$ cat config.mk
export PLATFORM = sky130hd
export DESIGN_NAME = mac_accumulator
export DESIGN_NICKNAME = d
export VERILOG_FILES = /design/src/rtl/mac_accumulator.sv
export SDC_FILE = /design/constraint.sdc
export NUM_CORES = 1
export LEC_CHECK = 0
export CAP_MARGIN = 20
export CORE_MARGIN = 5
export CORE_UTILIZATION = 46
export DETAILED_ROUTE_END_ITERATION = 16
export PLACE_DENSITY = 0.86
export SETUP_SLACK_MARGIN = 0.4
export SKIP_CTS_REPAIR_TIMING = 1
export SYNTH_ARGS = -nofsm -noshare
export SYNTH_HDL_FRONTEND = slang
export SYNTH_SLANG_ARGS = --single-unit
export TNS_END_PERCENT = 5
$ cat constraint.sdc
create_clock -name clk -period 2.3 [get_ports clk]
set_input_delay 0.345 -clock clk [delete_from_list [all_inputs] [get_ports clk]]
set_output_delay 0.345 -clock clk [all_outputs]
set_load 0.005 [all_outputs]
$ cat src/rtl/mac_accumulator.sv
// mac_accumulator
//   Accumulates a burst of unsigned products coming from an upstream
//   multiplier. It presents the sum, the product count and a sticky
//   overflow flag once the burst's last product has been captured.
//   The result is held until the consumer takes it.
//
// Parameters
//   LEN    operand width of the upstream multiplier (products are 2*LEN wide)
//   ACC_W  accumulator width, must be >= 2*LEN
//
// Ports
//   clk        rising-edge clock
//   rst_n      asynchronous active-low reset
//   in_valid   product on in_data is valid
//   in_ready   block accepts a product this cycle
//   in_data    unsigned product (2*LEN bits)
//   in_last    final product of the burst (qualified by in_valid)
//   out_valid  accumulated result available
//   out_ready  consumer accepts the result
//   out_acc    accumulated sum (ACC_W bits)
//   out_cnt    number of products in the burst, saturating at 255
//   out_ovf    sticky overflow flag for the burst
//
// Configuration
//   MAC_SAT_EN  when defined, an overflowing addition clamps out_acc to
//               all ones and holds it there for the rest of the burst;
//               otherwise additions wrap. out_ovf is set in both builds.

module mac_accumulator #(
  parameter int LEN   = 8,
  parameter int ACC_W = 24
) (
  input  logic             clk,
  input  logic             rst_n,
  input  logic             in_valid,
  output logic             in_ready,
  input  logic [2*LEN-1:0] in_data,
  input  logic             in_last,
  output logic             out_valid,
  input  logic             out_ready,
  output logic [ACC_W-1:0] out_acc,
  output logic [7:0]       out_cnt,
  output logic             out_ovf
);

  typedef enum logic [1:0] {
    IDLE = 2'd0,
    ACC  = 2'd1,
    DONE = 2'd2
  } state_t;

  state_t           state;
  state_t           state_next;
  logic             started;
  logic [ACC_W-1:0] acc_next;
  logic [7:0]       cnt_next;
  logic             ovf_next;
  logic [ACC_W-1:0] data_ext;
  logic [ACC_W:0]   sum;
  logic             transfer;

  // started keeps in_ready low while reset is asserted and lets it rise
  // on the first clock edge after reset is released.
  assign in_ready  = started && (state != DONE);
  assign out_valid = (state == DONE);
  assign transfer  = in_valid && in_ready;

  assign data_ext = ACC_W'(in_data);
  // The extra top bit of sum is the carry out of the accumulator.
  assign sum      = {1'b0, out_acc} + {1'b0, data_ext};

  always_ff @(posedge clk or negedge rst_n) begin
    if (!rst_n) begin
      state   <= IDLE;
      started <= 1'b0;
      out_acc <= '0;
      out_cnt <= '0;
      out_ovf <= 1'b0;
    end else begin
      state   <= state_next;
      started <= 1'b1;
      out_acc <= acc_next;
      out_cnt <= cnt_next;
      out_ovf <= ovf_next;
    end
  end

  always_comb begin
    state_next = state;
    acc_next   = out_acc;
    cnt_next   = out_cnt;
    ovf_next   = out_ovf;

    unique case (state)
      IDLE: begin
        if (transfer) begin
          acc_next   = data_ext;
          cnt_next   = 8'd1;
          ovf_next   = 1'b0;
          state_next = in_last ? DONE : ACC;
        end
      end

      ACC: begin
        if (transfer) begin
`ifdef MAC_SAT_EN
          // Once clamped, the sum stays at full scale for the rest of the burst.
          if (sum[ACC_W] || out_ovf) begin
            acc_next = '1;
          end else begin
            acc_next = sum[ACC_W-1:0];
          end
`else
          acc_next = sum[ACC_W-1:0];
`endif
          if (sum[ACC_W]) begin
            ovf_next = 1'b1;
          end
          if (out_cnt != 8'hFF) begin
            cnt_next = out_cnt + 8'd1;
          end
          if (in_last) begin
            state_next = DONE;
          end
        end
      end

      DONE: begin
        if (out_ready) begin
          state_next = IDLE;
        end
      end

      default: begin
        state_next = IDLE;
      end
    endcase
  end

endmodule

# [Word level (Yosys, flattened, before mapping)]
# Index checks and enable logic that the tools add are counted.
[totals] ff_bits=36 latchBits=0 ram_bits=0 rom_bits=0 inputBits=21 output_inout_bits=35 word_cells=42 mem_count=0
[classes] add_sub_neg=2 multipliers=0 div_mod_pow=0 order_cmp=0 eq_ne=10 shifts=0 mux=17 bitwise=0 n_reduce_logical=8
[ops] operator="$mux 24" count=2
[ops] operator="$pmux 24 s2" count=1
[ops] operator="$add 24x16->25" count=1
[ops] operator="$mux 8" count=3
[ops] operator="$pmux 8 s2" count=1
[ops] operator="$ne 2x2->1 const B" count=6
[ops] operator="$reduce_and 4->1" count=3
[ops] operator="$mux 2" count=5
[ops] operator="$add 8x1->8 const B" count=1
[ops] operator="$ne 8x8->1 const B" count=1
[ops] operator="$pmux 2 s3" count=1
[ops] operator="$mux 1" count=3
[ops] operator="$reduce_and 3->1" count=1
[ops] operator="$eq 2x1->1 const B" count=1
[ops] operator="$eq 2x2->1 const B" count=1
[ops] operator="$logic_and 1x1->1" count=2
[ops] operator="$logic_not 2->1" count=1
[ops] operator="$ne 2x1->1 const B" count=1
[ops] operator="$pmux 1 s2" count=1
[ops] operator="$reduce_bool 2->1" count=1

# [Longest topological paths before layout]
# Gate-level depths: netlist of the first run.
[depth] word_depth=5 depth_mapped=10 ltp_nobuf=10

# [Least setup slack after synthesis of the first run]
# Ideal clock, no wire load.
[synth_path] path_kind="register to register" startpoint="register out_acc[0]" endpoint="register out_acc[18]" setup_ps=120 arrival_ps=2147 required_time_ps=2180 path_slack_ps=33 path_stages_with_launch=11 n_path_buf=0 synth_period_minus_slack_ps=2267 cell_sequence="dfrtp_1 -> ha_1 -> inv_1 -> fa_1 -> and2b_1 -> o2111ai_1 -> a31oi_1 -> o211ai_1 -> a21oi_1 -> a21oi_1 -> a31o_2"
[synth_via] elab_chain_len=3
[synth_rtl] element="start, declared" line="41" text="output logic [ACC_W-1:0] out_acc,"
[synth_rtl] element="start signal, assigned" line="82" text="out_acc <= acc_next;"
[synth_rtl] element="$add 24x16->25" line="70" text="assign sum = {1'b0, out_acc} + {1'b0, data_ext};"
[synth_rtl] element="$mux 24" line="105" text="if (transfer) begin"
[synth_rtl] element="$pmux 24 s2" line="94" text="unique case (state)"
# Every way passes these cells. The select of a mux whose other input is x is not followed.
# A chain may end at the register's enable or synchronous reset.

# [Final worst setup path of the first run]
[layout_path] startpoint="input port in_data[9]" endpoint="register out_acc[15]"
[layout_via] elab_chain_len=3
[layout_rtl] element="start, declared" line="37" text="input logic [2*LEN-1:0] in_data,"
[layout_rtl] element="$add 24x16->25" line="70"
[layout_rtl] element="$mux 24" line="105"
[layout_rtl] element="$pmux 24 s2" line="94"
# Every way passes these cells. The select of a mux whose other input is x is not followed.

==> impl_metrics.json, run 1 <==
{
  "grt_pass1_vias": 2582,
  "outcome": "finished with violations",
  "hold_end": "out_acc[0]",
  "start_util_pct": 48.1,
  "hpwl_mm": 5.08,
  "power_mw": 3.64,
  "grt_max_degree": 37,
  "crit_chain": "clkdlybuf4s50_1 -> ha_4 -> nand4_1 -> nor4_1 -> nor2_1 -> a21boi_2 -> a41oi_2 -> xnor2_1 -> a221o_1",
  "violations": "negative setup slack",
  "worstPathBufferInverterCount": 1,
  "initialDrtViolationCount": 183,
  "cp_max_fo": 5,
  "die_h_um": 83.5,
  "grt_pass1_wl_mm": 11.7,
  "drv_cap": 0,
  "dieArea_mm2": 0.00697,
  "floorplan.rows": 26,
  "io_pins": 56,
  "die_x_um": 83.5,
  "wirelength_mm": 7.04,
  "startpoint_type": "input port",
  "ys_seq_area_share_pct": 36.2,
  "synth_flop_cell": "dfrtp_1",
  "synth_fp_nets": 327,
  "area_growth_pct": 46.8,
  "finalSetupViolCount": 5,
  "final_cell_mix": "52 x clkdlybuf4s50_1, 41 x buf_4, 38 x nand2_1",
  "wire_per_inst_um": 15.6,
  "finalInstanceArea_mm2": 0.00365,
  "grt-ovfl-total": 0,
  "diodes": 0,
  "whs_ns": 0.366,
  "grt_use_total_pct": 20.1,
  "syn_area_mm2": 0.00249,
  "layout_commonest_cell": "clkdlybuf4s50_1",
  "cts_tree": "done",
  "rr_endpoint": "out_acc[18]",
  "fin_nets": 420,
  "reg2reg_depth": 10,
  "final_cells": 452,
  "p_per_area_mw_per_mm2": 998,
  "whs_path_depth": 3,
  "cts-root-buf": "clkbuf_8",
  "min_period_ns": 2.36,
  "crit_path_max_incr_delay_ns": 0.46,
  "path_delay_family": "compound AO/OA/AOI/OAI gates",
  "post_synth_num_cell_types": 53,
  "drive_above_1_share_pct": 19.4,
  "dr.pass1.iters": 4,
  "hold_path_startpoint": "in_data[0]",
  "viasPerCell": 5.53,
  "max_clock_freq_mhz": 424,
  "synth_seq_cells": 36,
  "synth_edf_count": 0,
  "cts_num_sinks": 36,
  "hold_viol": 0,
  "path_class": "in -> reg",
  "crit_required_ns": 2.48,
  "antenna_found_initial": 0,
  "numPortBuffers": 55,
  "skew_ns": 0.00546,
  "cts_max_path_buffers": 2,
  "fin_setup_tns_ns": -0.184,
  "gp_congestion": 0.928,
  "htree_levels": 2,
  "netlist_instances": 288,
  "yosysWarnings": 0,
  "dp_slack_ns": -0.566,
  "ys_async_sr_fraction_pct": 100,
  "setup_slack_ns": -0.0612,
  "rsz0062_at_grt": "true",
  "critical-path-slowest-cell": "clkdlybuf4s50_1",
  "cp-end-kind": "flip-flop",
  "cp.arrival_ns": 2.54,
  "vias": 2499,
  "clock_latency_ns": 0.30,
  "reg2reg_from": "out_acc[0]",
  "report.final.slew_viol_count": 0,
  "r2r_setup_slack_ns": -0.05,
  "post_dp_cell_area_mm2": 0.00339,
  "leakagePower_nw": 1.59,
  "utilization_pct": 70.6,
  "clkTransAtPathRegs_ns": 0.08,
  "post-route-drc-count": 0,
  "drtAntennaViolNets": 0,
  "numCtsBuffers": 5,
  "vdd_drop_max_uv": 589,
  "postSynthAreaPerCell_um2": 8.63,
  "core-area_mm2": 0.00517,
  "fin_crit_sh_pct": 103,
  "hold_path_class": "in -> reg",
  "placedCellCount": 443
}
==> area by class of cell <==
type	count	area [um2]
Inverter	8	30.0
Tap cell	70	87.6
Multi-Input combinational cell	233	1600
Clock inverter	3	90.1
Timing Repair Buffer	97	877
Fill cell	405	1520
Sequential cell	36	901
Clock buffer	5	68.8
==> worst max-delay path by stage <==
stage	cells past startpoint	start	slack, ns	endpoint
5_1_grt	10	out_acc[0]	-0.17	out_acc[18]
4_1_cts	11	in_data[0]	-0.27	out_acc[18]
6_report	9	in_data[9]	-0.06	out_acc[15]
3_5_place_dp	11	in_data[0]	-0.57	out_acc[18]
2_1_floorplan	10	out_acc[0]	0.07	out_acc[18]
3_3_place_gp	11	in_data[0]	-0.46	out_acc[18]
==> routing by layer <==
metal,wire length (um),up-vias,global-route usage [%]
li1,-,1227,-
met1,3220,1181,25.5
met2,3340,82,34.6
met3,400,9,4.44
met4,84,0,5.26
met5,0,-,0
==> sequential cells by signal, indices dropped and copies added, names as in the netlist <==
signal / count
out_cnt: 8
out_acc: 24
out_ovf: 1
started: 1
state: 2
==> kinds of logic after synthesis <==
group | synth area share [%]
simple gates | 20.2
compound gates | 25.1
flops | 36.2
buf+inv | 2.97
fa+ha+maj | 9.36
xor+xnor | 5.64
other cells | 0.151
mux | 0.403
==> where the power goes <==
group          internal (mW)  switching [mW]
clock                  0.543           0.256
sequential             0.773           0.154
combinational           1.05           0.865
==> worst reg2reg max path, cell delays in order (launching register included) <==
cell and delay (ns):
dfrtp_1 0.36, ha_2 0.19, inv_2 0.04, fa_2 0.33, and2b_1 0.23, o2111ai_2 0.13
a31oi_2 0.24, o211ai_1 0.21, a21oi_1 0.23, a21oi_1 0.09, a31o_2 0.21
==> synthesized netlist by cell type (2+ instances only) <==
library cell	instances	area, um2
a211oi_1	2	15.0
a211oi_2	3	37.5
a21o_1	3	22.5
a21oi_1	26	130
a21oi_2	2	17.5
a31o_1	2	17.5
a31oi_1	4	25.0
and2_1	2	12.5
and2b_1	2	15.0
and3_1	3	18.8
buf_2	2	10.0
clkbuf_1	9	33.8
dfrtp_1	36	901
ha_1	17	213
inv_1	8	30.0
nand2_1	38	143
nand2b_1	3	18.8
nand3_1	4	20.0
nand4_1	8	50.1
nor2_1	23	86.3
nor2b_1	2	12.5
nor3b_1	2	15.0
o211ai_1	2	15.0
o21a_1	3	22.5
o21ai_0	27	135
o21bai_1	3	22.5
o22ai_1	5	31.3
or3_1	8	50.1
xnor2_1	11	96.3
xor2_1	5	43.8
(Power assumes the default switching activity.)
==> run 2: changes to the inputs <==
--- a/config.mk
+++ b/config.mk
@@ -7,9 +7,10 @@
 export LEC_CHECK = 0
 export CAP_MARGIN = 20
 export CORE_MARGIN = 5
-export CORE_UTILIZATION = 46
+export CORE_UTILIZATION = 47
+export CTS_BUF_LIST = sky130_fd_sc_hd__clkbuf_4 sky130_fd_sc_hd__clkbuf_8
 export DETAILED_ROUTE_END_ITERATION = 16
-export PLACE_DENSITY = 0.86
+export PLACE_DENSITY = 0.87
 export SETUP_SLACK_MARGIN = 0.4
 export SKIP_CTS_REPAIR_TIMING = 1
 export SYNTH_ARGS = -nofsm -noshare
==> impl_metrics.json, run 2 (synthesized netlist as in run 1, its figures left out) <==
{
  "outcome": "finished with violations",
  "violations": "negative setup slack",
  "largest_register_ffs": 24,
  "drtAntennaViolNets": 0,
  "grt_pass1_wl_mm": 11.3,
  "io_pins": 56,
  "die_x_um": 82.7,
  "grt_pass1_vias": 2507,
  "skew_ns": 0.00586,
  "htree_levels": 2,
  "final_cell_mix": "50 x clkdlybuf4s50_1, 40 x buf_4, 36 x nand2_1",
  "floorplan.rows": 26,
  "wire_per_inst_um": 17.0,
  "dr.pass1.iters": 4,
  "vdd_drop_max_uv": 534,
  "cts_num_sinks": 36,
  "gp_congestion": 0.905,
  "min_period_ns": 2.47,
  "drive_above_1_share_pct": 23.8,
  "leakagePower_nw": 1.60,
  "placedCellCount": 443,
  "reg2reg_depth": 10,
  "wirelength_mm": 7.69,
  "drv_cap": 0,
  "dp_slack_ns": -0.548,
  "fin_nets": 420,
  "initialDrtViolationCount": 171,
  "hold_viol": 0,
  "cp.arrival_ns": 2.65,
  "grt_max_degree": 37,
  "cts_tree": "done",
  "report.final.slew_viol_count": 0,
  "p_per_area_mw_per_mm2": 960,
  "diodes": 0,
  "setup_slack_ns": -0.166,
  "grt-ovfl-total": 0,
  "whs_path_depth": 2,
  "max_clock_freq_mhz": 405,
  "start_util_pct": 48.7,
  "top_regs": "out_acc x24, out_cnt x8, state x2",
  "cp-end-kind": "flip-flop",
  "grt_use_total_pct": 21.3,
  "hpwl_mm": 5.10,
  "layout_commonest_cell": "clkdlybuf4s50_1",
  "top_register": "out_acc",
  "cp_max_fo": 3,
  "numCtsBuffers": 5,
  "area_growth_pct": 50.1,
  "die_h_um": 82.7,
  "startpoint_type": "flip-flop",
  "power_mw": 3.58,
  "dieArea_mm2": 0.00684,
  "r2r_setup_slack_ns": -0.17,
  "path_class": "reg -> reg",
  "core-area_mm2": 0.00511,
  "numPortBuffers": 55,
  "rsz0062_at_grt": "true",
  "clock_latency_ns": 0.29,
  "hold_path_class": "in -> reg",
  "clkTransAtPathRegs_ns": 0.08,
  "utilization_pct": 73.1,
  "finalSetupViolCount": 5,
  "cts_max_path_buffers": 2,
  "vias": 2644,
  "final_cells": 452,
  "crit_required_ns": 2.49,
  "viasPerCell": 5.85,
  "fin_crit_sh_pct": 107,
  "antenna_found_initial": 0,
  "cts-root-buf": "clkbuf_8",
  "post-route-drc-count": 0
}
[run 2: changes by cell type in the layout (fill, tap and decap cells not counted), sizes merged]
cell and delta:
bufinv -2, dlymetal6s2s +2, clkbuf +1, clkinv +1, clkdlybuf4s50 -2
[run 2: power by group]
part           switching [mW]  leakage [nW]  internal (mW)  total [mW]
registers               0.184         0.454          0.774       0.958
clock network           0.244        0.0586          0.334       0.578
logic                   0.939          1.09           1.11        2.05
total                    1.37          1.60           2.21        3.58
[run 2: per-layer routing]
metal  global-route usage (%)  vias up  wire length (um)
met3                     4.77       22               493
met4                     8.82        0               210
met1                     26.7     1277              3210
met5                        0        -                 0
met2                     35.5      117              3770
li1                         -     1228                 -
[run 2: critical path: stages (launching register included)]
cell and delay [ns]:
dfrtp_1 0.36, ha_2 0.19, inv_2 0.04, fa_2 0.33
and2b_1 0.25, o2111ai_2 0.20, a31oi_4 0.24, o211ai_1 0.20
a21oi_1 0.25, a21oi_1 0.11, a31o_2 0.22
[run 2: layout make-up]
class                           instances  area, um2
Clock inverter                          2       35.0
Tap cell                               70       87.6
Multi-Input combinational cell        233       1710
Sequential cell                        36        902
Fill cell                             354       1380
Clock buffer                            6       76.3
Timing Repair Buffer                   97        895
Inverter                                8       30.0
[run 2: per-stage QoR]
step | TNS (ns) | hold WS (ns) | instance area, um2
after floorplan | 0 | 0.0494 | 2490
after global placement | -5.69 | 0.495 | 3400
after detailed placement | -6.77 | 0.501 | 3400
after CTS | -1.95 | 0.489 | 3510
after global routing | -1.31 | 0.342 | 3730
final | -0.400 | 0.341 | 3730
[run 2: worst paths after layout]
kind / from / end
hold reg to reg: out_acc[3] / out_acc[3]
hold / removal: in_valid / state[0]
setup reg to reg: out_acc[0] / out_acc[18]
max in group asynchronous: rst_n / state[0]
min in group asynchronous: rst_n / out_cnt[2]
setup / recovery: out_acc[0] / out_acc[18]
==> patch, RTL diff (settings of run 2) <==
Build with the macro `MAC_SAT_EN` defined.
--- a/src/rtl/mac_accumulator.sv
+++ b/src/rtl/mac_accumulator.sv
@@ -26,4 +26,6 @@
 //               all ones and holds it there for the rest of the burst;
 //               otherwise additions wrap. out_ovf is set in both builds.
+
+`define MAC_SAT_EN
 
 module mac_accumulator #(
Function: same outputs for any inputs over 10 cycles, from zero or initial values and one cycle with rst_n low; that may be too few to reach the edited logic, so the function may still have changed.
==> patch against run 2 <==
- the flow still finishes with violations (setup timing)
- worst setup slack worse by 0.15 ns
- sequential cell count stayed put
- clock power grew 4.2%
- final cell count grew 12%
- global-route usage rose by 2.3 points
- count of clock-buffer cells in the layout down 1
- fmax shrank 5.6%
- first-iteration DRC count increased by 66%
- core utilization increased by 0.22 points
- synthesized area is 11% higher
- power rose by 12%
- final area grew 10%
- routed wire length is 29% higher
- clock skew grew 0.0029 ns
==> patch: results <==
[place]
dp_hpwl_mm = 6.27
gp_congestion = 0.939
portBuffers = 55
place_area_sq_um = 3760
placed_cells = 493
pre_cts_slack_ns = -0.741

[sta]
finClkSkew_ns = 0.00879
final.setup.tns_ns = -4.79
fin_ws_ns = -0.314
setup_viol = 24

[critical_path]
crit_type = "in2reg"
r2r-end = "out_acc[17]"
cp-endpoint = "out_acc[22]"
critPathSlowestCell = "clkdlybuf4s50_1"
reg2reg_slack_ns = -0.28
startpoint = "in_data[9]"
worstReg2RegStart = "out_acc[0]"
crit_arrival_ns = 2.81
path_max_fanout = 4
r2r_cells = 9
max_stage_delay_ns = 0.44

[routing]
firstDrtPassIters = 7
drt-wirelength-per-cell_um = 19.6
first_iter_violations = 284
via_per_inst = 6.36
wirelength_mm = 9.95

[global_route]
grt_pass1_vias = 3036
grt_pass1_wl_mm = 14.0
track_usage_pct = 23.7
antenna_found_initial = 0
grt_max_degree = 37

[synthesis]
syn-num-nets = 361
seq_area_frac_synth_pct = 32.8
ys_types = 58
synth-xor-area-share_pct = 4.46
synthArstFlopShare_pct = 100
synth.area.mux_share_pct = 1.46
yosys-top-cells-count = "a21oi_1 (45), nand2_1 (37), dfrtp_1 (36)"
synthTopCellsByArea = "dfrtp_1 (33%), a21oi_1 (8.2%), ha_1 (7.7%), nand2_1 (5.1%), a21o_1 (3.6%)"
avgSynthCellArea_sq_um = 8.54
synthAdderAreaFrac_pct = 8.47
synth-compound-area-share_pct = 29.1
yosys_warnings = 0

[status]
failed_checks = "setup timing"
status = "finished, violations left"

[cells_and_area]
top_regs = "out_acc (24), out_cnt (8), state (2)"
n_antenna_cell = 0
layout-drive-gt1-share_pct = 25.7
nets = 473

[cts]
clockRootBuffer = "clkbuf_8"
clkTransAtPathRegs_ns = 0.08
cts.path.max_buffers = 2
cts.htree.levels = 2
clock_latency_ns = 0.32
cts_inserted_buffers = 5

[power_and_ir_drop]
switching_share_pct = 40.6
ir_worst_vdd_uv = 527
leakage_nw = 1.87

[hold_path]
worstHoldStart = "in_data[0]"
hp-class = "in2reg"
-- patch: layer usage --
metal  track usage (%)  wire length, um
met1              27.1             3770
met2              40.7             4900
met3              5.51              791
met4              12.9              491
met5                 0                0
-- patch: worst min path at each step --
stage | to | slack [ns] | cells after the start
final | out_acc[0] | 0.41 | 3
after global routing | out_acc[0] | 0.46 | 3
after CTS | out_acc[9] | 0.47 | 2
after detailed placement | out_acc[12] | 0.51 | 1
after global placement | out_acc[15] | 0.49 | 2
after floorplan | out_acc[0] | 0.05 | 0
-- patch: kinds of logic after synthesis --
group,count (synthesis)
buf+inv,19
other cells,1
compound gates,119
fa+ha+maj,18
simple gates,111
flops,36
mux,4
xor+xnor,14
-- patch: power groups by stage --
stage	Combinational, mW	Clock [mW]	Sequential [mW]
floorplan	1.13	0	0.947
global placement	2.01	0	0.968
detailed placement	2.09	0	0.977
CTS	2.13	0.603	0.967
global route	2.56	0.627	1.02
finish	2.41	0.602	0.999
-- patch: area by class of cell --
cell class / count / area, sq um
clock buffer: 5 / 68.8
clock inverter: 3 / 42.5
fill: 402 / 1500
inverter: 5 / 18.8
multi-input combinational: 267 / 1940
sequential: 36 / 901
tap: 72 / 90.1
timing repair buffer: 119 / 1050
-- patch: critical path, delay by kind of cell --
kind                       cells  cell delay [ns]
and+or+nand+nor                4             0.81
AOI/OAI and AO/OA              3             0.65
buffers and inverters          2             0.62
adders and majority gates      1             0.37
